**src/rtl/tx_link_sequencer.sv**
```systemverilog
// TX link-layer sequencer feeding the 8b/10b encoder: comma alignment, idle ordered sets, framing.
// Optional clock-compensation insertion is built when TX_CLK_COMP_EN is defined.
module tx_link_sequencer #(
  parameter int ALIGN_COUNT = 16,
  parameter int MAX_FRAME   = 256,
  parameter int CC_PERIOD   = 1024
) (
  input  logic       BitCLK_10,
  input  logic       Reset,
  input  logic       LinkEnable,
  input  logic [7:0] TxData_8,
  input  logic       TxValid,
  input  logic       TxLast,
  output logic       TxReady,
  output logic [7:0] TxParallel_8,
  output logic       TxDataK,
  output logic       LinkUp,
  output logic       FrameErr,
  output logic [2:0] dbgState
);

  // Handshake: a byte is transferred on a rising edge where TxValid && TxReady;
  // TxReady depends only on state, never on TxValid.

  localparam int AlignW = $clog2(ALIGN_COUNT + 1);
  localparam int ByteW  = $clog2(MAX_FRAME + 1);

  if (ALIGN_COUNT < 1 || MAX_FRAME < 1 || CC_PERIOD < 1) begin : gBadParam
    $error("tx_link_sequencer: ALIGN_COUNT, MAX_FRAME and CC_PERIOD must be >= 1");
  end

  typedef enum logic [2:0] {
    ALIGN = 3'd0,
    IDLE  = 3'd1,
    SOF   = 3'd2,
    DATA  = 3'd3,
    EOF   = 3'd4
`ifdef TX_CLK_COMP_EN
    , CC  = 3'd5
`endif
  } state_t;

  state_t            state, stateNext;
  logic [AlignW-1:0] alignCnt, alignCntNext;
  logic [ByteW-1:0]  byteCnt, byteCntNext;
  logic              idlePhase;
  logic              forced, forcedNext;
  logic [7:0]        charNext;
  logic              kNext, errNext;

`ifdef TX_CLK_COMP_EN
  localparam int CcW = $clog2(CC_PERIOD + 1);
  logic [CcW-1:0] ccCnt;
  logic           ccSecond;
  logic           ccDue;

  assign ccDue = (ccCnt >= CcW'(CC_PERIOD));

  // Character counter restarts whenever the link realigns and after each CC pair.
  always_ff @(posedge BitCLK_10) begin
    if (Reset || state == ALIGN) begin
      ccCnt <= '0;
    end else if (state == CC && ccSecond) begin
      ccCnt <= '0;
    end else if (ccCnt != '1) begin
      ccCnt <= ccCnt + 1'b1;
    end
    ccSecond <= !Reset && (state == CC) && !ccSecond;
  end
`endif

  assign dbgState = state;

  always_comb begin
    stateNext    = state;
    alignCntNext = alignCnt;
    byteCntNext  = byteCnt;
    forcedNext   = forced;
    charNext     = 8'hBC;
    kNext        = 1'b1;
    errNext      = 1'b0;
    TxReady      = 1'b0;
    case (state)
      ALIGN: begin
        if (!LinkEnable) begin
          alignCntNext = '0;
        end else if (alignCnt == AlignW'(ALIGN_COUNT - 1)) begin
          alignCntNext = '0;
          stateNext    = IDLE;
        end else begin
          alignCntNext = alignCnt + 1'b1;
        end
      end
      IDLE: begin
        charNext = idlePhase ? 8'h50 : 8'hBC;
        kNext    = !idlePhase;
        if (!LinkEnable) begin
          alignCntNext = '0;
          stateNext    = ALIGN;
        end else if (idlePhase) begin
`ifdef TX_CLK_COMP_EN
          if (ccDue) stateNext = CC;
          else
`endif
          if (TxValid) stateNext = SOF;
        end
      end
      SOF: begin
        charNext    = 8'hFB;
        byteCntNext = '0;
        forcedNext  = 1'b0;
        stateNext   = DATA;
      end
      DATA: begin
        TxReady = 1'b1;
        if (TxValid) begin
          charNext    = TxData_8;
          kNext       = 1'b0;
          byteCntNext = byteCnt + 1'b1;
          // TxLast wins over the length limit, so a full-length frame ends cleanly.
          if (TxLast) begin
            stateNext = EOF;
          end else if (byteCnt == ByteW'(MAX_FRAME - 1)) begin
            forcedNext = 1'b1;
            stateNext  = EOF;
          end
        end else begin
          charNext = 8'hF7;
        end
      end
      EOF: begin
        charNext  = 8'hFD;
        errNext   = forced;
        stateNext = IDLE;
      end
`ifdef TX_CLK_COMP_EN
      CC: begin
        charNext = 8'h1C;
        if (ccSecond) stateNext = IDLE;
      end
`endif
      default: stateNext = ALIGN;
    endcase
  end

  always_ff @(posedge BitCLK_10) begin
    if (Reset) begin
      state        <= ALIGN;
      alignCnt     <= '0;
      idlePhase    <= 1'b0;
      byteCnt      <= '0;
      forced       <= 1'b0;
      TxParallel_8 <= 8'hBC;
      TxDataK      <= 1'b1;
      LinkUp       <= 1'b0;
      FrameErr     <= 1'b0;
    end else begin
      state        <= stateNext;
      alignCnt     <= alignCntNext;
      byteCnt      <= byteCntNext;
      forced       <= forcedNext;
      // Any entry into IDLE starts at phase 0 because every other state clears it.
      idlePhase    <= (state == IDLE) ? !idlePhase : 1'b0;
      TxParallel_8 <= charNext;
      TxDataK      <= kNext;
      LinkUp       <= (state != ALIGN);
      FrameErr     <= errNext;
    end
  end

endmodule

```
**config.mk**
```make
export PLATFORM = sky130hd
export DESIGN_NAME = tx_link_sequencer
export DESIGN_NICKNAME = d
export VERILOG_FILES = /design/src/rtl/tx_link_sequencer.sv
export SDC_FILE = /design/constraint.sdc
export NUM_CORES = 1
export LEC_CHECK = 0
export CAP_MARGIN = 20
export CORE_MARGIN = 4
export CORE_UTILIZATION = 40
export CTS_BUF_LIST = sky130_fd_sc_hd__clkbuf_2
export CTS_CLUSTER_DIAMETER = 30
export DETAILED_ROUTE_END_ITERATION = 12
export PLACE_DENSITY = 0.71
export SYNTH_ARGS = -nofsm -noshare
export SYNTH_HDL_FRONTEND = slang
export SYNTH_SLANG_ARGS = --single-unit
```
**constraint.sdc**
```tcl
create_clock -name BitCLK_10 -period 5.9 [get_ports BitCLK_10]
set_clock_uncertainty 0.05 [all_clocks]
set_input_delay 0.59 -clock BitCLK_10 [delete_from_list [all_inputs] [get_ports BitCLK_10]]
set_output_delay 0.59 -clock BitCLK_10 [all_outputs]
set_load 0.02 [all_outputs]
```
# Yosys cells after proc, flatten, opt, wreduce, memory -nomap -nowiden

Cells that the tools add are included.

Register bits: 30
Output and inout bits: 15

Reductions and logical operators: 11
Bitwise gates (word level): 2
Add/sub/neg operators: 2
Muxes and demuxes: 25
Equal/unequal tests: 15

Operators by type and width:

| operator                                       | number |
|---|---|
| one-hot mux 8 bit (4 select lines)             | 1 |
| two-way mux 3 bit                              | 8 |
| one-hot mux 9 bit (2 select lines)             | 1 |
| two-way mux 8 bit                              | 2 |
| two-way mux 5 bit                              | 3 |
| one-hot mux 3 bit (5 select lines)             | 1 |
| inequality test 2 bit (second input constant)  | 6 |
| one-hot mux 5 bit (2 select lines)             | 1 |
| adder 9 x 1 -> 9 bit (second input constant)   | 1 |
| == test 9 x 8 -> 1 bit (second input constant) | 1 |
| two-way mux 9 bit                              | 1 |
| inequality test 3 bit (second input constant)  | 3 |
| == test 3 x 2 -> 1 bit (second input constant) | 2 |
| AND reduction 6 bit                            | 1 |
| adder 5 x 1 -> 5 bit (second input constant)   | 1 |
| == test 5 x 4 -> 1 bit (second input constant) | 1 |
| two-way mux 1 bit                              | 5 |
| one-hot mux 1 bit (2 select lines)             | 2 |
| AND reduction 2 bit                            | 2 |
| AND reduction 4 bit                            | 1 |
| nonzero test 2 bit                             | 2 |
| OR reduction 2 bit                             | 2 |
| == test 3 x 1 -> 1 bit (second input constant) | 1 |
| == test 3 bit (second input constant)          | 1 |
| other kinds (4)                                | 5 |

# Longest topological paths before layout

Gate-level depths: netlist of the first run.

Depth after elaboration: 5
Mapped depth: 9
Mapped depth without buffers: 9

# Worst setup path before layout of the first run

OpenSTA, ideal clock, no wires.

Path type: flip-flop to flip-flop
Start: reg byteCnt[0]
End: reg state[0] (netlist: dbgState[0])
Data arrival time: 1.779 ns
Buffers on the path: 0
Library setup time: 0.101 ns
Required time: 5.749 ns
Stages on the path, launching flop included: 10
Setup slack: 3.970 ns
Cell sequence: dfxtp_1 -> ha_1 -> nand2_1 -> nor2_1 -> and3_1 -> ha_1 -> o21ai_0 -> a221oi_1 -> or4_1 -> o41ai_1

Longest elaborated chain between the ends: 3

RTL lines:

| element                                | RTL line | RTL |
|---|---|---|
| start, declared                        | 45       | `logic [ByteW-1:0] byteCnt, byteCntNext;` |
| start signal, assigned                 | 160      | `byteCnt <= byteCntNext;` |
| == test 9 x 8 -> 1 bit                 | 123      | `end else if (byteCnt == ByteW'(MAX_FRAME - 1)) begin` |
| inequality test 3 bit (no source line) | -        |  |
| AND reduction 6 bit (no source line)   | -        |  |
| end signal, assigned                   | 158      | `state <= stateNext;` |
| end, declared                          | 43       | `state_t state, stateNext;` |

Every way passes these cells.
A chain may end at the register's enable or synchronous reset.

# Final worst setup path of the first run

Start: reg state[0] (netlist: dbgState[0])
End: out TxReady

Longest elaborated chain between the ends: 2

RTL lines:

| element                | RTL line | RTL |
|---|---|---|
| == test 3 x 2 -> 1 bit | 83       | `case (state)` |
| two-way mux 1 bit      | 83       |  |
| end, declared          | 14       | `output logic TxReady,` |

Every way passes these cells.

==> results of run 1 <==
-- worst max path at each step --
stage          slack (ns)           to         from  depth (start not counted)
5_1_grt              2.87      TxReady  dbgState[0]                          3
3_3_place_gp         3.52      TxReady  dbgState[1]                          3
4_1_cts              3.01      TxReady  dbgState[0]                          3
3_5_place_dp         3.44      TxReady  dbgState[0]                          3
2_1_floorplan        3.97  dbgState[0]   byteCnt[0]                          9
6_report             3.03      TxReady  dbgState[0]                          3
-- layout make-up --
class	count	area, sq um
flip-flops and latches	30	601
inverters	8	30.0
repair buffers	27	270
clock inverters	2	8.76
well taps	46	57.6
multi-input cells	113	712
fillers	330	1630
clock buffers	6	30.0
-- registers in the layout, indices dropped and copies added, names as in the netlist --
register,count
idlePhase,1
TxParallel_8,8
FrameErr,1
byteCnt,9
LinkUp,1
TxDataK,1
forced,1
dbgState,3
alignCnt,5
-- stage by stage --
| step | hold WS [ns] | setup slack (ns) | area (sq um) | utilization (%) |
|---|---|---|---|---|
| after floorplan | 0.385 | 3.97 | 1390 | - |
| after global placement | 0.406 | 3.52 | 1670 | 50.1 |
| after detailed placement | 0.410 | 3.44 | 1670 | 50.1 |
| after CTS | 0.428 | 3.01 | 1710 | 51.2 |
| after global routing | 0.460 | 2.87 | 1710 | 51.2 |
| final | 0.429 | 3.03 | 1710 | 51.2 |
-- Yosys cell counts, types with 3 or more instances --
library cell  instances  area [sq um]
dfxtp_1              30           601
xnor2_1               4          35.0
o21ai_0               6          30.0
nor2_1               26          97.6
ha_1                  3          37.5
nand2_1              14          52.6
o21a_1                3          22.5
nand3_1               6          30.0
o211a_1               3          30.0
inv_1                 7          26.3
a21oi_1               6          30.0
-- logic make-up (layout without fill, tap and decap cells) --
kind of cell | count (synthesis) | in the layout | synth area share [%]
AOI/OAI and AO/OA | 36 | 36 | 19.2
xor gates and xnor gates | 4 | 4 | 2.53
adders and majority gates | 3 | 3 | 2.71
buffers and inverters | 15 | 43 | 5.32
DFF | 30 | 30 | 43.3
and+or+nand+nor | 70 | 70 | 26.9
-- metal layers --
metal	share of wire [%]	track usage (%)	vias to the layer above
met1	47	17.0	552
li1	-	-	612
met4	1.4	5.82	0
met5	0	0	-
met2	43	23.3	33
met3	8.4	5.73	6
-- power by group through the flow --
| stage | logic (mW) | clock network [mW] | registers [mW] |
|---|---|---|---|
| after floorplan | 0.00851 | 0 | 0.208 |
| after global placement | 0.0183 | 0 | 0.208 |
| after detailed placement | 0.0183 | 0 | 0.208 |
| after CTS | 0.0186 | 0.101 | 0.204 |
| after global routing | 0.0201 | 0.109 | 0.204 |
| final | 0.0185 | 0.0966 | 0.204 |
-- placed cells by master, fill, tap and decap left out, types with 2 or more instances in the layout --
master,count
a211o_1,2
a21oi_1,6
a31oi_1,2
clkbuf_2,6
clkdlybuf4s50_1,27
dfxtp_1,30
ha_1,3
inv_1,7
nand2_1,14
nand2b_1,2
nand3_1,6
nand4b_1,2
nor2_1,26
nor2b_1,2
nor3_1,2
nor4_1,2
nor4_2,2
o211a_1,3
o211ai_1,2
o21a_1,3
o21ai_0,6
or3_1,2
xnor2_1,4
==> flow_metrics.py, run 1 <==
metrics = {
    "status": {
        "outcome": "complete, no violations",
    },
    "worst_setup_path": {
        "cp_top_family": "flip-flops",
        "cp_max_fo": 16,
        "crit_slowest_cell": "dfxtp_1",
        "end_kind": "output port",
        "reg2reg_slack_ns": 3.70,
        "critPathArrivalTime_ns": 2.23,
        "max_stage_delay_ns": 0.73,
        "worst-r2r-cell-count": 9,
        "path_cells": "nand2b_1, nor2_1, clkdlybuf4s50_1",
        "cp.buffers_inverters": 1,
        "r2r-end": "dbgState[0]",
        "worstPathRequired_ns": 5.26,
        "r2r_start": "byteCnt[0]",
        "critPathKind": "reg -> out",
        "startpoint_type": "register",
    },
    "logic_synthesis": {
        "yosys_register_bits": 30,
        "synth.distinct_cells": 48,
        "async_reset_ff_share_pct": 0,
        "syn_inst": 158,
        "synth_top_flop_cell": "dfxtp_1",
        "syn_avg_cell_area_sq_um": 8.77,
        "synth_area_sq_um": 1390,
        "ys_warn_count": 0,
        "synth_edf_count": 0,
        "synthesis.nets": 174,
        "yosysSeqAreaShare_pct": 43.3,
    },
    "route": {
        "ant_nets": 0,
        "routed_via_density": 5.19,
        "drt_iter0_drc": 88,
        "vias": 1203,
        "drt_pre_antenna_iters": 4,
        "finalWirelength_mm": 2.95,
        "detail_route.wl_per_cell_microns": 12.7,
        "route.detailed.drc": 0,
    },
    "clock_network": {
        "clock-sinks": 30,
        "ctsHoldBuffers": 0,
        "cts-htree-levels": 2,
        "cts_tree": "yes",
        "numCtsBuffers": 5,
        "cts_setup_buffers": 0,
        "clock_latency_ns": 0.36,
        "clockRootBuffer": "clkbuf_2",
        "cts_max_path_buffers": 2,
        "clk_pin_slew_ns": 0.15,
        "cts.repair.resized": 0,
    },
    "min_path": {
        "min_from": "alignCnt[4]",
        "whs_path_depth": 1,
        "hold_end": "alignCnt[4]",
        "hold_class": "reg -> reg",
    },
    "layout": {
        "area_growth_pct": 23.3,
        "drive_gt1_share_pct": 8.60,
        "fin_cells": 232,
        "nets": 201,
        "num_antenna_cells": 0,
    },
    "power": {
        "ir_drop_mv": 0.0839,
        "fin_total_pwr_mw": 0.319,
        "internal-power_mw": 0.243,
        "power_density_nw_per_um2": 187,
        "p_clk_share_pct": 30.3,
        "sequentialPowerShare_pct": 63.9,
        "switching_power_mw": 0.0764,
        "switching_share_pct": 24.0,
        "power_frac_comb_pct": 5.8,
        "p_leak_nw": 0.627,
    },
    "sta": {
        "max_clock_freq_mhz": 349,
        "hold_viol": 0,
        "rsz0062_at_grt": "no",
        "fin_tns_setup_ns": 0,
        "worst_pin_slew_ns": 0.839,
        "finalSetupViolations": 0,
        "post-route-min-period_ns": 2.87,
        "finalCritPeriodShare_pct": 48.6,
        "slew_violations": 0,
        "slew-limit-headroom_pct": 44.0,
    },
    "floorplan": {
        "die_area_sq_um": 4470,
        "dieWidth_microns": 66.9,
        "ios": 28,
        "core-area_sq_um": 3340,
        "row_count": 21,
        "initial_utilization_pct": 41.5,
        "die_h_microns": 66.9,
    },
    "global_routing": {
        "grt_max_degree": 24,
        "grt_pass1_wl_mm": 4.86,
        "antenna_found_initial": 0,
        "grt_pass1_vias": 1117,
        "grt-ovfl-total": 0,
        "track_usage_pct": 14.5,
    },
    "placement": {
        "io_buffers": 27,
        "gp_congestion": 0.837,
        "dp.final_hpwl_mm": 2.13,
        "dp_cells": 224,
    },
    "run": {
        "maxCapViolCount": 0,
    },
}
(Power assumes the default switching activity.)
==> run 2, diff against run 1 <==
==> constraint.sdc (replaced) <==
create_clock -name BitCLK_10 -period 3 [get_ports BitCLK_10]
set_clock_uncertainty 0.05 [all_clocks]
set_input_delay 0.3 -clock BitCLK_10 [delete_from_list [all_inputs] [get_ports BitCLK_10]]
set_output_delay 0.3 -clock BitCLK_10 [all_outputs]
set_load 0.02 [all_outputs]
==> flow_metrics.py, run 2 (synthesis results as in run 1) <==
metrics = {
    "run": {
        "maxCapViolCount": 0,
    },
    "floorplan": {
        "dieWidth_microns": 66.9,
        "die_h_microns": 66.9,
        "row_count": 21,
        "die_area_sq_um": 4470,
        "ios": 28,
        "core-area_sq_um": 3340,
        "initial_utilization_pct": 41.5,
    },
    "sta": {
        "hold_viol": 0,
        "finalSetupViolations": 0,
        "slew-limit-headroom_pct": 57.5,
        "post-route-min-period_ns": 2.58,
        "finalCritPeriodShare_pct": 86.1,
        "slew_violations": 0,
        "whs_ns": 0.423,
        "fin_tns_setup_ns": 0,
        "rsz0062_at_grt": "no",
        "max_clock_freq_mhz": 387,
        "worst_pin_slew_ns": 0.636,
    },
    "layout": {
        "nets": 202,
        "layout_common_cells": "30 x dfxtp_1, 27 x clkdlybuf4s50_1, 26 x nor2_1",
        "final_util_pct": 51.5,
        "regMostFlops": "byteCnt",
        "largestRegisters": "byteCnt: 9 flops, TxParallel_8: 8 flops, alignCnt: 5 flops",
        "fillCellCount": 329,
        "num_antenna_cells": 0,
        "area_growth_pct": 24.0,
        "final_common_cell": "dfxtp_1",
        "largest_reg_flops": 9,
        "drive_gt1_share_pct": 9.09,
    },
    "clock_network": {
        "cts.repair.resized": 0,
        "numCtsBuffers": 5,
        "cts_max_path_buffers": 2,
        "clock_latency_ns": 0.39,
        "clockRootBuffer": "clkbuf_2",
        "clk_pin_slew_ns": 0.16,
        "ctsHoldBuffers": 0,
        "cts_setup_buffers": 0,
        "cts-htree-levels": 2,
        "cts_tree": "yes",
        "clock-sinks": 30,
    },
    "global_routing": {
        "antenna_found_initial": 0,
        "track_usage_pct": 16.0,
        "grt_max_degree": 23,
        "grt_pass1_wl_mm": 5.35,
        "grt-ovfl-total": 0,
        "grt_pass1_vias": 1186,
    },
    "route": {
        "vias": 1223,
        "drt_iter0_drc": 62,
        "finalWirelength_mm": 3.09,
        "detail_route.wl_per_cell_microns": 13.3,
        "routed_via_density": 5.25,
        "route.detailed.drc": 0,
        "ant_nets": 0,
        "drt_pre_antenna_iters": 4,
    },
    "worst_setup_path": {
        "cp_max_fo": 16,
        "startpoint_type": "register",
        "critPathKind": "reg -> out",
        "critPathArrivalTime_ns": 2.23,
        "end_kind": "output port",
        "worstPathRequired_ns": 2.65,
    },
    "power": {
        "power_density_nw_per_um2": 370,
        "p_leak_nw": 0.628,
        "fin_total_pwr_mw": 0.637,
        "ir_drop_mv": 0.166,
    },
    "placement": {
        "dp.final_hpwl_mm": 2.25,
        "gp_congestion": 0.824,
        "io_buffers": 27,
    },
    "status": {
        "outcome": "complete, no violations",
    },
    "min_path": {
        "hold_class": "in -> reg",
    },
}
[run 2: final timing paths]
kind | startpoint | end | slack (ns) | cells after the start
max | dbgState[0] | TxReady | 0.42 | 3
min | TxData_8[3] | TxParallel_8[3] | 0.42 | 3
max reg2reg | byteCnt[0] | dbgState[0] | 0.90 | 9
min reg2reg | forced | FrameErr | 0.43 | 2
[run 2: power by group]
part           switching, mW  internal (mW)
Sequential           0.00124          0.400
Combinational         0.0166         0.0201
Clock                  0.146         0.0529
[run 2: metrics by stage]
step	worst slack, ns	area [sq um]	cells
6_report	0.418	1720	233
5_1_grt	0.294	1720	233
4_1_cts	0.412	1720	233
3_5_place_dp	0.876	1680	225
3_3_place_gp	0.922	1680	225
2_1_floorplan	1.07	1390	158
[run 2: layout make-up]
class	count	area [sq um]	area share, %
Clock buffer	5	25.0	1.46
Tap cell	46	57.6	3.35
Timing Repair Buffer	28	278	16.2
Multi-Input combinational cell	113	712	41.4
Sequential cell	30	601	34.9
Inverter	8	30.0	1.75
Clock inverter	3	16.3	0.946
[run 2: metal layers]
| layer | wire, microns | track usage, % | vias to the layer above | share of wire (%) |
|---|---|---|---|---|
| li1 | - | - | 619 | - |
| met1 | 1400 | 18.5 | 560 | 45 |
| met2 | 1370 | 25.5 | 36 | 44 |
| met3 | 253 | 5.90 | 8 | 8.2 |
| met4 | 68 | 8.86 | 0 | 2.2 |
| met5 | 0 | 0 | - | 0 |
[run 2: worst max-delay path, cell delays in order, from the launching register on]
cell,delay (ns)
dfxtp_1,0.71
nand2b_1,0.29
nor2_1,0.22
clkdlybuf4s50_1,0.63
